--- src/rtl/apple_placer.sv ---
// apple_placer: picks a free cell on the board for the next apple.
// Random (x,y) samples are tried first. After MAX_TRIES occupied samples
// the search switches to a row-major sweep. The one-hot apple grid is
// then held until the detector reports that the apple was eaten. When
// every cell is occupied the sticky board_full flag is raised instead.
module apple_placer #(
    parameter int GRID      = 16,
    parameter int MAX_TRIES = 8
) (
    input  logic                      clk,
    input  logic                      reset,
    input  logic [GRID-1:0][GRID-1:0] lights,
    input  logic [3:0]                rand_x,
    input  logic [3:0]                rand_y,
    input  logic                      eaten,
    output logic [GRID-1:0][GRID-1:0] apple,
    output logic [3:0]                apple_x,
    output logic [3:0]                apple_y,
    output logic                      apple_valid,
    output logic                      board_full
);

    typedef enum logic [2:0] {
        ST_SAMPLE,
        ST_CHECK,
        ST_SCAN,
        ST_HOLD,
        ST_FULL
    } state_t;

    localparam logic [3:0] LP_LAST_TRY  = 4'(MAX_TRIES - 1);
    localparam logic [7:0] LP_LAST_CELL = 8'(GRID * GRID - 1);

    state_t                    r_state;
    logic [3:0]                r_try_cnt;
    logic [7:0]                r_scan_cnt;
    logic [3:0]                r_cand_x;
    logic [3:0]                r_cand_y;
    logic [GRID-1:0][GRID-1:0] r_apple;
    logic [3:0]                r_apple_x;
    logic [3:0]                r_apple_y;
    logic                      r_apple_valid;
    logic                      r_board_full;

    logic                      w_cand_free;
    logic [3:0]                w_next_x;
    logic [3:0]                w_next_y;
    logic [GRID-1:0][GRID-1:0] w_onehot;

    // Occupancy is read live from the snake, so a cell vacated or filled
    // this very cycle is judged on its current value.
    assign w_cand_free = ~lights[r_cand_y][r_cand_x];

    // Row-major successor of the candidate; 4-bit arithmetic gives the
    // (15,15) -> (0,0) wrap for free.
    assign w_next_x = r_cand_x + 4'd1;
    assign w_next_y = (r_cand_x == 4'd15) ? (r_cand_y + 4'd1) : r_cand_y;

    // One-hot image of the candidate cell, loaded into the apple grid on commit.
    always_comb begin
        w_onehot = '0;
        w_onehot[r_cand_y][r_cand_x] = 1'b1;
    end

    // Placement FSM with registered outputs.
    always_ff @(posedge clk) begin
        if (reset) begin
            r_state       <= ST_SAMPLE;
            r_try_cnt     <= 4'd0;
            r_scan_cnt    <= 8'd0;
            r_cand_x      <= 4'd0;
            r_cand_y      <= 4'd0;
            r_apple       <= '0;
            r_apple_x     <= 4'd0;
            r_apple_y     <= 4'd0;
            r_apple_valid <= 1'b0;
            r_board_full  <= 1'b0;
        end else begin
            case (r_state)
                ST_SAMPLE: begin
                    r_cand_x <= rand_x;
                    r_cand_y <= rand_y;
                    r_state  <= ST_CHECK;
                end

                ST_CHECK: begin
                    if (w_cand_free) begin
                        r_apple       <= w_onehot;
                        r_apple_x     <= r_cand_x;
                        r_apple_y     <= r_cand_y;
                        r_apple_valid <= 1'b1;
                        r_try_cnt     <= 4'd0;
                        r_state       <= ST_HOLD;
                    end else if (r_try_cnt == LP_LAST_TRY) begin
                        // Random sampling is not converging; sweep from the
                        // cell after the last rejected sample.
                        r_cand_x   <= w_next_x;
                        r_cand_y   <= w_next_y;
                        r_scan_cnt <= 8'd0;
                        r_state    <= ST_SCAN;
                    end else begin
                        r_try_cnt <= r_try_cnt + 4'd1;
                        r_state   <= ST_SAMPLE;
                    end
                end

                ST_SCAN: begin
                    if (w_cand_free) begin
                        r_apple       <= w_onehot;
                        r_apple_x     <= r_cand_x;
                        r_apple_y     <= r_cand_y;
                        r_apple_valid <= 1'b1;
                        r_try_cnt     <= 4'd0;
                        r_state       <= ST_HOLD;
                    end else if (r_scan_cnt == LP_LAST_CELL) begin
                        // Every cell has been visited once and all were occupied.
                        r_board_full  <= 1'b1;
                        r_apple       <= '0;
                        r_apple_valid <= 1'b0;
                        r_state       <= ST_FULL;
                    end else begin
                        r_cand_x   <= w_next_x;
                        r_cand_y   <= w_next_y;
                        r_scan_cnt <= r_scan_cnt + 8'd1;
                    end
                end

                ST_HOLD: begin
                    if (eaten) begin
                        // Coordinates are left stale; apple_valid marks them unused.
                        r_apple       <= '0;
                        r_apple_valid <= 1'b0;
                        r_try_cnt     <= 4'd0;
                        r_state       <= ST_SAMPLE;
                    end
                end

                ST_FULL: begin
                    // Terminal until reset; eaten has no meaning here.
                    r_state <= ST_FULL;
                end

                default: begin
                    r_state <= ST_SAMPLE;
                end
            endcase
        end
    end

    assign apple       = r_apple;
    assign apple_x     = r_apple_x;
    assign apple_y     = r_apple_y;
    assign apple_valid = r_apple_valid;
    assign board_full  = r_board_full;

endmodule

--- config.mk ---
export PLATFORM = sky130hd
export DESIGN_NAME = apple_placer
export DESIGN_NICKNAME = d
export VERILOG_FILES = /design/src/rtl/apple_placer.sv
export SDC_FILE = /design/constraint.sdc
export NUM_CORES = 1
export LEC_CHECK = 0
export ABC_AREA = 1
export CAP_MARGIN = 20
export CORE_AREA = 5 5 243 174
export CTS_BUF_LIST = sky130_fd_sc_hd__clkbuf_8
export DETAILED_ROUTE_END_ITERATION = 8
export DIE_AREA = 0 0 248 179
export HOLD_SLACK_MARGIN = 0.05
export PLACE_DENSITY = 0.73
export SLEW_MARGIN = 10
export SYNTH_ARGS = -nofsm -noshare
export SYNTH_HDL_FRONTEND = slang
export SYNTH_SLANG_ARGS = --single-unit
--- constraint.sdc ---
create_clock -name clk -period 3.28 [get_ports clk]
set_input_delay 0.656 -clock clk [delete_from_list [all_inputs] [get_ports clk]]
set_output_delay 0.656 -clock clk [all_outputs]
set_load 0.01 [all_outputs]
==> metrics.md <==
| Metric | Value |
|---|---|
| Status | complete, no violations |
| Site Rows | 61 |
| Via density | approximately 5.1 |
| Layout overhead on the synthesized area | 45.17% |
| Min-delay worst type | flip-flop to flip-flop |
| Number of global-route vias before repair | 16480 |
| Clock Path Buffers | 3 |
| Starting density of the core | 0.3775 |
| Crit. End Element | flip-flop |
| Met3 wire length | between 5000 and 6000 µm |
| Die Wd | 248 µm |
| Crit-path max FO | 74 |
| Largest net degree at the start of global routing | about 150 |
| Worst slew pin tran | between 1 and 1.5 ns |
| Die area | approximately 0.044 mm² |
| Core ar. | roughly 0.039 mm² |
| GP Congestion | 0.9220 |
| Num CTS Buffers | 43 |
| M1 wire length | about 28000 µm |
| Required @ worst endpoint | between 3 and 4 ns |
| Min-Delay Path Depth | 2 |
| CTS tree | done |
| Max frequency | about 0.32 GHz |
| Syn_area_per_cell | a little over 6 µm² |
| Synthesized area | 0.01490 mm² |
| Initial antenna violation count | 10 |
| Initial DRT Pass Iterations | 6 |
| Synthesis Warnings | 0 |
| Startpoint types | flip-flop |
| Seq/Total Area, Yosys | 0.3884 |
| Depth of the worst register-to-register path | 18 |
| Flop2flop setup slack | 0.16 ns |
| Fin. max-slew vios | 0 |
| Mapped Cells | ~2400 |
| Final #Nets | ~3200 |
| Leakage | 8.329 nW |
| Slew HR | 0.2121 |
| Clock Skew | between 0.02 and 0.03 ns |
| Initial DRC count | between 1500 and 2000 |
| Port buffer count | around 530 |
| Tmin final | between 3 and 4 ns |
| Setup violations, final | 0 |
| Setup crit end | apple[115] |
| Tcrit/Tclk final | 0.9502 |
| CTS root buf | clkbuf_8 |
| Tot Pwr | roughly 0.013 W |
| Worst-Skew Late Latency | approximately 0.57 ns |
| Final Hold Viols | 0 |
| Post-synthesis cell type count | 32 |
| Clk sink count | a little under 300 |
| Hold_ws | 0.4586 ns |
| ANT nets after route | 0 |
| Ports | 533 |
| CP Data Arrival Time | ~3.6 ns |
| WS Path Type | flip-flop to flip-flop |
| Max VDD drop | 0.4794 mV |
| Max Cap Viol | 0 |
| Met2 wire len | a little under 30000 µm |
| Seq cells post-synth | 289 |
| Net count after synthesis | 2716 |
| First-pass GRT wire length | a little under 100000 µm |
| RR Endpoint | apple[115] |
| Commonest non-fill, non-tap cell in the layout | nand2_1 |
| Clock-pin slew on the worst setup and hold paths | about 0.070 ns |
| Most frequent cells in the layout | nand2_1 (1000), clkdlybuf4s50_1 (531), nor2_1 (347) |
| Pwr Density | ~610 mW/mm² |
| Post-Route WL | between 60000 and 70000 µm |
| Vias | between 15000 and 20000 |
| Critical R2R Launch | r_cand_y[3] |
| Crit path from | r_cand_y[3] |
| Remaining DRCs | 0 |
| Hpwl dp | approximately 46000 µm |
| Fin Setup TNS | 0 ns |
| Cts hold-fix bufs | 0 |
| Ratio of cells with drive above 1 in the final layout | 0.04435 |
| Uppermost layer routed | met5 |
| WL/cell | roughly 19 µm |
| Global route overflow | 0 |
| Die Y | roughly 180 µm |
| H-tree Lvls | 2 |
| GRT Total Usage | 0.2770 |
-- registers in the layout (all words and copies together) (netlist names) --
| register | count |
|---|---|
| r_cand_x | 4 |
| board_full | 1 |
| apple_x | 4 |
| apple_y | 4 |
| r_cand_y | 4 |
| apple_valid | 1 |
| r_scan_cnt | 8 |
| r_try_cnt | 4 |
| apple | 256 |
| r_state | 3 |
-- Yosys cell counts --
cell,number,area [µm²]
a31oi_1,2,12.51
a21oi_1,305,1526
o211ai_1,1,7.510
nand2_2,2,12.51
buf_8,1,15.01
nor3b_1,1,7.510
o22ai_1,1,6.260
nor3_1,8,40.04
clkinv_1,1,3.750
clkbuf_1,77,289.0
nand2_1,1001,3757
xnor2_1,3,26.28
o21a_1,5,37.54
nand3_1,77,385.4
ha_1,10,125.1
buf_6,5,56.30
a211oi_1,3,22.52
dfxtp_1,289,5786
buf_2,46,230.2
nor2_2,1,6.260
mux2i_1,2,20.02
o21ai_0,39,195.2
inv_1,139,521.8
buf_4,43,322.8
nand4_1,2,12.51
nor2_1,349,1310
xor2_1,6,52.55
inv_2,4,15.01
nor4_1,1,6.260
nor2_4,2,22.52
buf_1,1,3.750
o21ai_1,12,60.06
-- cell type report --
cell class              count  area, µm²
clock buffers              50      688.2
clock inverters            24      153.9
well taps                 535      669.4
inverters                 144      549.3
repair buffers            591       6090
fillers                  3803      17840
diodes                      7      17.52
flip-flops and latches    289       5791
multi-input cells        1833       7665
-- layer usage --
layer	vias to the layer above	GRT usage
met1	8107	0.3798
li1	8469	-
met4	8	0.09774
met3	139	0.06274
met5	-	0
met2	859	0.4302
-- where the power goes --
part	switching [W]	internal, W	total, W	leakage [nW]
clock network	0.00141	0.00154	0.00295	0.496
logic	0.00443	0.00212	0.00655	5.50
registers	0.0000990	0.00363	0.00373	2.33
total	0.00594	0.00729	0.0132	8.33
-- worst min path at each step --
stage	end	from	slack [ns]
floorplan	r_scan_cnt[7]	r_scan_cnt[7]	0.45
detailed placement	apple[85]	apple[85]	0.45
CTS	apple[85]	apple[85]	0.46
finish	apple[85]	apple[85]	0.46
global route	apple[169]	apple[169]	0.47
global placement	apple[237]	apple[237]	0.45
-- cell families after synthesis --
kind of cell / after synthesis / synth area share
adder cells (fa/ha/maj): 10 / 0.008400
buffers and inverters: 317 / 0.09786
AO/OA/AOI/OAI: 368 / 0.1254
flip-flops: 289 / 0.3884
AND/OR/NAND/NOR: 1444 / 0.3733
XOR/XNOR: 9 / 0.005292
multiplexers: 2 / 0.001344
-- worst max-delay path: stages, from the launching register on --
cell     delay [ns]
dfxtp_1        0.51
nand2_1        0.09
inv_1          0.47
buf_4          0.25
nand2_1        0.05
nand2_1        0.07
nor2_2         0.06
nand2_1        0.07
nand3_1        0.10
nand2_1        0.10
nand2_1        0.07
nand2_1        0.14
nor2_4         0.05
nor2_2         0.09
nand2_1        0.11
nand2_4        0.15
buf_12         0.30
nand2_1        0.13
a21oi_1        0.16
-- per-stage QoR --
step	util	instances	setup WS (ns)	area, µm²
2_1_floorplan	-	2439	0.8991	14900
3_5_place_dp	0.5245	3388	-0.03270	20700
4_1_cts	0.5458	3462	0.2490	21540
6_report	0.5480	3473	0.1634	21620
5_1_grt	0.5479	3472	-0.001678	21620
3_3_place_gp	0.5238	3387	-0.001329	20670
-- what timing repair did --
action | in CTS | in global routing
gates resized for setup | 0 | 2
endpoints found under the hold margin | 0 | 0
endpoints found under the setup margin | 0 | 60
setup buffers | 0 | 2
(Power assumes the default switching activity.)
